**src/rtl/seqcon_pkg.sv**
```systemverilog
// seqcon_pkg: shared types and constants for the seqcon_p sequence controller.
//   state_t  - controller state; the encoding is visible on PHASE.
//   OP_*     - defined opcode values; any other code executes as a NOP.
//   ctrl_t   - the 13 datapath strobes, returned as one word by the decoder.
//   WAIT_W   - width of the RAM wait-state counter.
package seqcon_pkg;

    typedef enum logic [2:0] {
        ST_FETCH  = 3'd0,
        ST_FWAIT  = 3'd1,
        ST_DECODE = 3'd2,
        ST_EXEC   = 3'd3,
        ST_MWAIT  = 3'd4,
        ST_WB     = 3'd5,
        ST_HALT   = 3'd6
    } state_t;

    localparam int OP_HLT = 0;
    localparam int OP_LDA = 1;
    localparam int OP_STA = 2;
    localparam int OP_ALU = 3;
    localparam int OP_JMP = 4;
    localparam int OP_JZ  = 5;
    localparam int OP_JC  = 6;
    localparam int OP_JN  = 7;
    localparam int OP_JV  = 8;
    localparam int OP_IN  = 9;
    localparam int OP_OUT = 10;
    localparam int OP_LDB = 11;

    localparam int WAIT_W = 4;

    typedef struct packed {
        logic ir_en;
        logic a_en;
        logic b_en;
        logic pdr_en;
        logic port_en;
        logic port_rd;
        logic pc_en;
        logic pc_load;
        logic alu_en;
        logic alu_oe;
        logic ram_oe;
        logic rdr_en;
        logic ram_cs;
    } ctrl_t;

    localparam ctrl_t CTRL_NONE = '0;

endpackage

```
**src/rtl/seqcon_wait.sv**
```systemverilog
// seqcon_wait: RAM wait-state counter.
//   CLK, RST     - clock, synchronous active-low reset (count -> 0)
//   i_hold       - freeze the count
//   i_load       - load i_load_val (takes priority over decrement)
//   i_dec        - count down one step, saturating at zero
//   i_rdy        - RAM ready from the memory
//   o_done       - access may complete: count is zero and RAM is ready
module seqcon_wait
    import seqcon_pkg::*;
(
    input  logic              CLK,
    input  logic              RST,
    input  logic              i_hold,
    input  logic              i_load,
    input  logic [WAIT_W-1:0] i_load_val,
    input  logic              i_dec,
    input  logic              i_rdy,
    output logic              o_done
);

    logic [WAIT_W-1:0] r_count;

    always_ff @(posedge CLK) begin
        if (!RST) begin
            r_count <= '0;
        end else if (!i_hold) begin
            if (i_load) begin
                r_count <= i_load_val;
            end else if (i_dec && (r_count != '0)) begin
                // Parks at zero while waiting on RDY instead of wrapping.
                r_count <= r_count - 1'b1;
            end
        end
    end

    assign o_done = (r_count == '0) && i_rdy;

endmodule

```
**src/rtl/seqcon_p.sv**
```systemverilog
// seqcon_p: parametrised sequence controller for the teaching CPU.
// Walks FETCH -> FWAIT -> DECODE -> EXEC [-> MWAIT] -> WB per instruction and
// decodes the datapath strobes from the registered state plus the opcode and
// flags captured in DECODE. Supports RAM wait states with RDY, a HOLD stall,
// and a HALT state left by START (free run) or STEP (one instruction).
//   CLK, RST          - clock, synchronous active-low reset
//   HOLD, STEP, START - stall / single-step / run controls
//   RDY               - RAM ready
//   OPCODE, ADDR, I   - instruction fields from IR (ADDR is status only)
//   CF, OF, SF, ZF    - ALU flags
//   IR_EN .. RAM_CS   - active-high datapath strobes
//   PHASE, HALTED     - current state encoding, halt indication
module seqcon_p
    import seqcon_pkg::*;
#(
    parameter int OPW      = 4,
    parameter int AW       = 7,
    parameter int MEM_WAIT = 0,
    parameter int STEP_EN  = 1
) (
    input  logic           CLK,
    input  logic           RST,
    input  logic           HOLD,
    input  logic           STEP,
    input  logic           START,
    input  logic           RDY,
    input  logic [OPW-1:0] OPCODE,
    input  logic [AW-1:0]  ADDR,
    input  logic           CF,
    input  logic           OF,
    input  logic           SF,
    input  logic           ZF,
    input  logic           I,
    output logic           IR_EN,
    output logic           A_EN,
    output logic           B_EN,
    output logic           PDR_EN,
    output logic           PORT_EN,
    output logic           PORT_RD,
    output logic           PC_EN,
    output logic           PC_LOAD,
    output logic           ALU_EN,
    output logic           ALU_OE,
    output logic           RAM_OE,
    output logic           RDR_EN,
    output logic           RAM_CS,
    output logic [2:0]     PHASE,
    output logic           HALTED
);

    localparam logic [WAIT_W-1:0] LOAD_VAL = WAIT_W'(MEM_WAIT);

    state_t         r_state, w_state_next;
    logic           r_step, w_step_next;
    logic [OPW-1:0] r_opcode;
    logic           r_i, r_cf, r_of, r_sf, r_zf;

    logic  w_load, w_dec, w_done;
    logic  w_op_lda, w_op_ldb, w_op_sta, w_op_alu;
    ctrl_t w_ctrl, w_out;

    // ADDR is carried for status only; nothing here consumes it.
    logic w_unused;
    assign w_unused = ^ADDR;

    seqcon_wait u_wait (
        .CLK        (CLK),
        .RST        (RST),
        .i_hold     (HOLD),
        .i_load     (w_load),
        .i_load_val (LOAD_VAL),
        .i_dec      (w_dec),
        .i_rdy      (RDY),
        .o_done     (w_done)
    );

    always_ff @(posedge CLK) begin
        if (!RST) begin
            r_state  <= ST_FETCH;
            r_step   <= 1'b0;
            r_opcode <= '0;
            r_i      <= 1'b0;
            r_cf     <= 1'b0;
            r_of     <= 1'b0;
            r_sf     <= 1'b0;
            r_zf     <= 1'b0;
        end else if (!HOLD) begin
            r_state <= w_state_next;
            r_step  <= w_step_next;
            // Jumps test these snapshots, so flag changes during EXEC are ignored.
            if (r_state == ST_DECODE) begin
                r_opcode <= OPCODE;
                r_i      <= I;
                r_cf     <= CF;
                r_of     <= OF;
                r_sf     <= SF;
                r_zf     <= ZF;
            end
        end
    end

    assign w_op_lda = (r_opcode == OPW'(OP_LDA));
    assign w_op_ldb = (r_opcode == OPW'(OP_LDB));
    assign w_op_sta = (r_opcode == OPW'(OP_STA));
    assign w_op_alu = (r_opcode == OPW'(OP_ALU));

    always_comb begin
        w_state_next = r_state;
        w_step_next  = r_step;
        w_load       = 1'b0;
        w_dec        = 1'b0;
        w_ctrl       = CTRL_NONE;
        case (r_state)
            ST_FETCH: begin
                w_ctrl.ram_cs = 1'b1;
                w_ctrl.ram_oe = 1'b1;
                w_load        = 1'b1;
                w_state_next  = ST_FWAIT;
            end
            ST_FWAIT: begin
                w_ctrl.ram_cs = 1'b1;
                w_ctrl.ram_oe = 1'b1;
                w_dec         = 1'b1;
                if (w_done) begin
                    w_ctrl.ir_en  = 1'b1;
                    w_ctrl.rdr_en = 1'b1;
                    w_state_next  = ST_DECODE;
                end
            end
            ST_DECODE: begin
                w_ctrl.pc_en = 1'b1;
                // Decided on the live OPCODE, which is being latched this cycle.
                if (OPCODE == OPW'(OP_HLT)) begin
                    w_state_next = ST_HALT;
                    w_step_next  = 1'b0;
                end else begin
                    w_state_next = ST_EXEC;
                end
            end
            ST_EXEC: begin
                w_state_next = ST_WB;
                case (r_opcode)
                    OPW'(OP_LDA), OPW'(OP_LDB): begin
                        if (r_i) begin
                            w_ctrl.a_en = w_op_lda;
                            w_ctrl.b_en = w_op_ldb;
                        end else begin
                            w_ctrl.ram_cs = 1'b1;
                            w_ctrl.ram_oe = 1'b1;
                            w_load        = 1'b1;
                            w_state_next  = ST_MWAIT;
                        end
                    end
                    OPW'(OP_STA): begin
                        w_ctrl.ram_cs = 1'b1;
                        w_ctrl.alu_oe = 1'b1;
                        w_load        = 1'b1;
                        w_state_next  = ST_MWAIT;
                    end
                    OPW'(OP_ALU): w_ctrl.alu_en  = 1'b1;
                    OPW'(OP_JMP): w_ctrl.pc_load = 1'b1;
                    OPW'(OP_JZ):  w_ctrl.pc_load = r_zf;
                    OPW'(OP_JC):  w_ctrl.pc_load = r_cf;
                    OPW'(OP_JN):  w_ctrl.pc_load = r_sf;
                    OPW'(OP_JV):  w_ctrl.pc_load = r_of;
                    OPW'(OP_IN): begin
                        w_ctrl.port_rd = 1'b1;
                        w_ctrl.pdr_en  = 1'b1;
                    end
                    OPW'(OP_OUT): w_ctrl.port_en = 1'b1;
                    default: ;
                endcase
            end
            ST_MWAIT: begin
                // Only LDA/LDB (I=0) and STA reach MWAIT.
                w_dec         = 1'b1;
                w_ctrl.ram_cs = 1'b1;
                w_ctrl.ram_oe = !w_op_sta;
                w_ctrl.alu_oe = w_op_sta;
                if (w_done) begin
                    w_ctrl.rdr_en = !w_op_sta;
                    w_ctrl.a_en   = w_op_lda;
                    w_ctrl.b_en   = w_op_ldb;
                    w_state_next  = ST_WB;
                end
            end
            ST_WB: begin
                w_ctrl.alu_oe = w_op_alu;
                w_ctrl.a_en   = w_op_alu;
                w_state_next  = r_step ? ST_HALT : ST_FETCH;
                w_step_next   = 1'b0;
            end
            ST_HALT: begin
                if (START) begin
                    w_state_next = ST_FETCH;
                    w_step_next  = 1'b0;
                end else if ((STEP_EN != 0) && STEP) begin
                    w_state_next = ST_FETCH;
                    w_step_next  = 1'b1;
                end
            end
            default: w_state_next = ST_FETCH;
        endcase
    end

    // While RST is held low the strobes are forced off, so the reset FETCH
    // state does not drive RAM_CS until reset is released.
    assign w_out   = RST ? w_ctrl : CTRL_NONE;
    assign IR_EN   = w_out.ir_en;
    assign A_EN    = w_out.a_en;
    assign B_EN    = w_out.b_en;
    assign PDR_EN  = w_out.pdr_en;
    assign PORT_EN = w_out.port_en;
    assign PORT_RD = w_out.port_rd;
    assign PC_EN   = w_out.pc_en;
    assign PC_LOAD = w_out.pc_load;
    assign ALU_EN  = w_out.alu_en;
    assign ALU_OE  = w_out.alu_oe;
    assign RAM_OE  = w_out.ram_oe;
    assign RDR_EN  = w_out.rdr_en;
    assign RAM_CS  = w_out.ram_cs;
    assign PHASE   = r_state;
    assign HALTED  = RST && (r_state == ST_HALT);

endmodule

```
**config.mk**
```make
export PLATFORM = sky130hd
export DESIGN_NAME = seqcon_p
export DESIGN_NICKNAME = d
export VERILOG_FILES = /design/src/rtl/seqcon_pkg.sv /design/src/rtl/seqcon_wait.sv /design/src/rtl/seqcon_p.sv
export SDC_FILE = /design/constraint.sdc
export NUM_CORES = 1
export LEC_CHECK = 0
export CAP_MARGIN = 20
export CORE_MARGIN = 2
export CORE_UTILIZATION = 30
export DETAILED_ROUTE_END_ITERATION = 8
export HOLD_SLACK_MARGIN = 0.12
export SLEW_MARGIN = 20
export SYNTH_ARGS = -nofsm -noshare
export SYNTH_HDL_FRONTEND = slang
export SYNTH_SLANG_ARGS = --single-unit
```
**constraint.sdc**
```tcl
create_clock -name CLK -period 2.15 [get_ports CLK]
set_input_delay 0.43 -clock CLK [delete_from_list [all_inputs] [get_ports CLK]]
set_output_delay 0.43 -clock CLK [all_outputs]
set_load 0.05 [all_outputs]
```
* Word-level counts from Yosys, hierarchy flattened
Index checks and enable logic that the tools add are counted.
** Storage, ports and cells
- ROM bits :: 0
- Output and inout port bits :: 17
- Logic and storage cells :: 91
- Bits in registers :: 17
- Bits in latches :: 0
- Memories :: 0
- RAM bits :: 0
** Cells by class
- Divide/modulo/power cells :: 0
- Multipliers :: 0
- Multiplexer cells :: 41
- Shifts and indexed selects :: 0
- Add/subtract/negate cells :: 1
- Reductions and logical operators :: 18
- Eq/ne operators :: 21
- Bitwise gates (word level) :: 1
- $lt $le $gt $ge :: 0
** Operator list (number)
- 3-bit two-way mux :: 7
- 3-bit case mux with 7 select lines :: 1
- 4-bit by 3-bit == test with 1-bit output, second input constant :: 4
- 4-bit == test, second input constant :: 4
- 1-bit two-way mux :: 15
- 13-bit two-way mux :: 1
- 1-bit case mux with 2 select lines :: 6
- 1-bit case mux with 3 select lines :: 4
- 3-bit == test, second input constant :: 3
- 4-bit by 2-bit == test with 1-bit output, second input constant :: 2
- 4-bit logical NOT :: 2
- 2-bit two-way mux :: 4
- 4-bit two-way mux :: 2
- 4-bit AND reduction :: 2
- 3-bit by 2-bit == test with 1-bit output, second input constant :: 2
- 2-bit by 1-bit inequality test with 1-bit output, second input constant :: 3
- 2-bit OR reduction :: 3
- 1-bit case mux with 5 select lines :: 1
- 4-bit by 1-bit == test with 1-bit output, second input constant :: 1
- 2-bit AND reduction :: 2
- 4-bit nonzero test :: 1
- 4-bit by 1-bit subtractor with 4-bit output, second input constant :: 1
- 3-bit by 1-bit == test with 1-bit output, second input constant :: 1
- 1-bit logical AND :: 3
- other kinds (7) :: 7

* Longest topological paths before layout
- Depth in word-level cells :: 6
- Mapped depth :: 7
- Gate-level depth less buffers :: 7

* Hierarchy
From an unflattened synthesis, not the netlist that was laid out.
** Unflattened totals
- Cell total of the unflattened synthesis :: 177
- Area, all modules :: 1333.8 µm²
** By module, submodules not included
- seqcon_p :: seq. area each 260.2 µm², area an instance 1061.0 µm², cells each 140, times used 1
- seqcon_wait :: seq. area each 80.1 µm², area an instance 272.8 µm², cells each 37, times used 1

* Worst setup path before layout
Ideal clock, no wire load.
- Kind :: reg2out
- Start point :: reg r_state[0], in the netlist PHASE[0]
- End point :: out PC_LOAD
- Cell stages (with the launch flop) :: 5
- Setup slack :: -1999 ps
- Buffers on the path :: 1
- Data arrival time :: 3719 ps
- Cell sequence :: dfxtp_1 -> buf_2 -> nor2b_1 -> nand3_1 -> a2111oi_0
** Between the ends
- Longest elaborated chain between the ends :: 3
** Ends and longest elaborated chain
- start: declaration :: RTL line seqcon_p.sv:53 : state_t r_state, w_state_next;
- start signal: assignment :: RTL line seqcon_p.sv:88 : r_state <= w_state_next;
- 3-bit by 2-bit == test with 1-bit output :: RTL line seqcon_p.sv:113 : case (r_state)
- 2-bit two-way mux :: RTL line seqcon_p.sv:113
- 13-bit two-way mux :: RTL line seqcon_p.sv:208 : assign w_out = RST ? w_ctrl : CTRL_NONE;
- end: declaration :: RTL line seqcon_p.sv:41 : output logic PC_LOAD,
No other way between the ends.

* Final worst setup path
- Start point :: reg u_wait.r_count[0]
- End point :: out A_EN
** Between the ends
- Longest elaborated chain between the ends :: 5
** Ends and longest elaborated chain
- start: declaration :: RTL line seqcon_wait.sv:21 : logic [WAIT_W-1:0] r_count;
- start signal: assignment :: RTL line seqcon_wait.sv:28 : r_count <= i_load_val;
- start signal: assignment :: RTL line seqcon_wait.sv:31 : r_count <= r_count - 1'b1;
- 4-bit logical NOT :: RTL line seqcon_wait.sv:36 : assign o_done = (r_count == '0) && i_rdy;
- 1-bit logical AND :: RTL line seqcon_wait.sv:36
- 2-bit two-way mux :: RTL line seqcon_p.sv:180 : if (w_done) begin
- 1-bit case mux with 3 select lines :: RTL line seqcon_p.sv:113
- 13-bit two-way mux :: RTL line seqcon_p.sv:208
- end: declaration :: RTL line seqcon_p.sv:35 : output logic A_EN,
No other way between the ends.

==> impl_metrics.tcl <==
set metrics [dict create \
    status "finished, violations left" \
    violations "negative setup slack" \
    drive_above_1_share_pct 31.5 \
    cts_hold_buf 0 \
    syn_inst 163 \
    antenna_cells 0 \
    period_needed_ns 2.16 \
    worstPathMaxFanout 2 \
    grt_max_degree 19 \
    hold_start "r_of" \
    r2r-end "u_wait.r_count[0]" \
    num_vias 1303 \
    cts_tree "done" \
    p_int_w 0.000578 \
    drv_cap 0 \
    r2r_start "u_wait.r_count[0]" \
    yosys_warnings 0 \
    clockBufferDepth 2 \
    nNetsFinal 225 \
    grt_pass1_vias 1247 \
    cts_max_level 1 \
    rsz0062_at_grt "true" \
    p_comb_share_pct 28.9 \
    syn_area_sq_mm 0.00121 \
    period_share_pct 101 \
    numCtsBuffers 3 \
    cellLeakagePower_nw 0.728 \
    r2r_setup_slack_ns 0.35 \
    power-per-cell-area_mw_per_mm2 422 \
    finalWorstSetupSlack_ns -0.0118 \
    switchingPower_w 0.000256 \
    avgViaCountPerCell 5.21 \
    final_cells 250 \
    clkLatencyLatePin_ns 0.26 \
    synth_top_area_share_pct 28.0 \
    fmax_mhz 463 \
    place.gp.congestion 0.854 \
    syn_to_final_growth_pct 62.9 \
    setup_tns_ns -0.0187 \
    synth_area_per_cell_sq_um 7.45 \
    overflow 0 \
    async_flop_share_pct 0 \
    post_dp_cell_area_sq_mm 0.00181 \
    grt_pass1_wl_microns 5460 \
    ys_seq_elements 17 \
    grt_antenna_before_repair 0 \
    swShare_pct 30.7 \
    synth-main-ff-cell "dfxtp_1" \
    rows 23 \
    root_buffer "clkbuf_8" \
    peakVddDrop_mv 0.336 \
    min_path_type "flip-flop to flip-flop" \
    hold_violations 0 \
    portBuffers 31 \
    end_kind "primary output" \
    start_kind "flip-flop" \
    setup_viol 2 \
    core_sq_mm 0.00394 \
    die_h_microns 67.6 \
    drc 0 \
    slew_viol_final 0 \
    io_pins 39 \
    crit_type "flip-flop to primary output" \
    start_util_pct 30.8 \
    grt_usage_pct 15.8 \
    synthTopCellsByArea "dfxtp_1 (28%), nand2_1 (10%), a21boi_0 (6.2%)" \
    clk_pin_slew_ns 0.07 \
    ys_seq_area_share_pct 28.0 \
    hpwlAfterDp_microns 2480 \
    reg2reg_depth 7 \
    slew_headroom_pct 58.2 \
    worst_ep_arrival_time_ns 1.73 \
    drtPass1Iterations 4 \
    drt_iter0_drc 69 \
    tightest_slew_ns 0.619 \
    ys_types 44 \
    hold_path_end "r_of" \
    worstHoldPathCells 2 \
    yosys.area.top_type "dfxtp_1" \
    dieArea_sq_mm 0.00457 \
    clock_power_share_pct 29.6 \
    post_drt_wl_per_cell_microns 13.9 \
    wl_microns 3470 \
    final.setup_skew_ns 0.00313 \
    die_x_microns 67.6 \
    cp_data_required_time_ns 1.72 \
    syn-num-nets 187 \
    nFillCells 359 \
    final_area_sq_mm 0.00198 \
    seqPwrFrac_pct 41.5 \
    synth_edf_count 0 \
    clock_sinks 17 \
    dp.cells 238 \
    place_ws_ns 0.0350 \
    antenna_left 0 \
]
[flip-flops by register name, summed over array words and instances (netlist names)]
signal / cells
r_opcode: 4
u_wait.r_count: 4
PHASE: 3
r_cf: 1
r_i: 1
r_of: 1
r_sf: 1
r_step: 1
r_zf: 1
[Yosys cell counts (all sizes together), types with 2 or more instances]
cell and instances:
nor2b 2, and2 3, or4 2, nand2b 2, mux2i 3, dfxtp 17, o21ai 6, o31ai 3
nor4 4, nor3 3, o21bai 2, a21boi 10, nand2 33, o211ai 2, ha 2, and3 2
clkbuf 6, nor3b 4, a21oi 7, a2111oi 2, buf 6, nand3b 3, or3 2, nor2 13
inv 8
[critical path: stages, from the launching register on]
cell	delay (ns)
dfxtp_2	0.34
inv_2	0.05
ha_4	0.14
nor3b_4	0.15
nand2_2	0.09
nor2_2	0.04
a32o_2	0.23
o2111a_1	0.27
buf_12	0.16
[cell families after synthesis]
group           count (synthesis)  synth area share, %
simple gates                   77                 31.5
fa+ha+maj                       2                 2.06
mux                             3                 2.47
buf+inv                        20                 8.25
compound gates                 42                 26.2
xor+xnor                        2                 1.44
flops                          17                 28.0
[metrics by stage]
stage | util [%] | total power [W] | hold WS, ns
finish | 50.1 | 0.000834 | 0.475
global route | 50.1 | 0.000872 | 0.506
CTS | 48.5 | 0.000817 | 0.476
detailed placement | 45.8 | 0.000555 | 0.467
global placement | 45.8 | 0.000549 | 0.455
floorplan | - | 0.000470 | 0.443
[how the worst max path moves through the flow]
stage | start | to | slack, ns | depth (start not counted)
after global routing | u_wait.r_count[0] | B_EN | -0.11 | 8
final | u_wait.r_count[0] | A_EN | -0.01 | 8
after detailed placement | RST | HALTED | 0.04 | 5
after global placement | RST | PDR_EN | 0.04 | 4
after CTS | u_wait.r_count[1] | A_EN | -0.06 | 8
after floorplan | PHASE[1] | PORT_RD | 0.01 | 4
[layer usage]
metal  wire, microns  track usage [%]  up-vias
met2            1720             24.6       36
met1            1500             20.0      607
li1                -                -      651
met3             139             1.67        9
met4             108             11.5        0
met5               0                0        -
[what timing repair did]
action | in CTS | in global routing
endpoints found under the hold margin | 0 | 0
buffers inserted | 4 | 4
gates cloned | 0 | 0
resized for setup | 13 | 11
pin swaps | 5 | 5
setup endpoints to repair | 5 | 7
[area by class of cell]
type	count	area, sq um	area share [%]
Multi-Input combinational cell	126	916	46.3
Tap cell	50	62.6	3.16
Inverter	8	30.0	1.52
Clock buffer	4	45.0	2.28
Timing Repair Buffer	45	564	28.5
Sequential cell	17	359	18.2
[power groups by stage]
stage,Sequential [W],Combinational (W),Clock [W]
floorplan,0.000351,0.000119,0
global placement,0.000352,0.000197,0
detailed placement,0.000354,0.000201,0
CTS,0.000348,0.000216,0.000254
global route,0.000347,0.000258,0.000267
finish,0.000346,0.000241,0.000247
[cell usage in the layout (no fill, tap or decap), types with 2 or more instances in the layout]
cell type	n
inv_2	3
a21boi_0	10
clkbuf_8	3
a21oi_1	7
or4_1	2
nand3b_1	3
or3_1	2
and3_1	2
buf_4	14
nor2_1	12
inv_1	5
o21ai_1	2
dfxtp_1	8
nor2b_4	2
o211ai_1	2
dfxtp_4	3
and2_1	3
nor4_4	2
buf_12	15
nand2b_1	2
nand2_1	32
o21ai_0	4
clkdlybuf4s50_1	15
dfxtp_2	6
nor4_1	2
nor3b_4	2
mux2i_1	3
o31ai_1	3
o21bai_1	2
No activity file was read; power rests on OpenSTA's default activity.
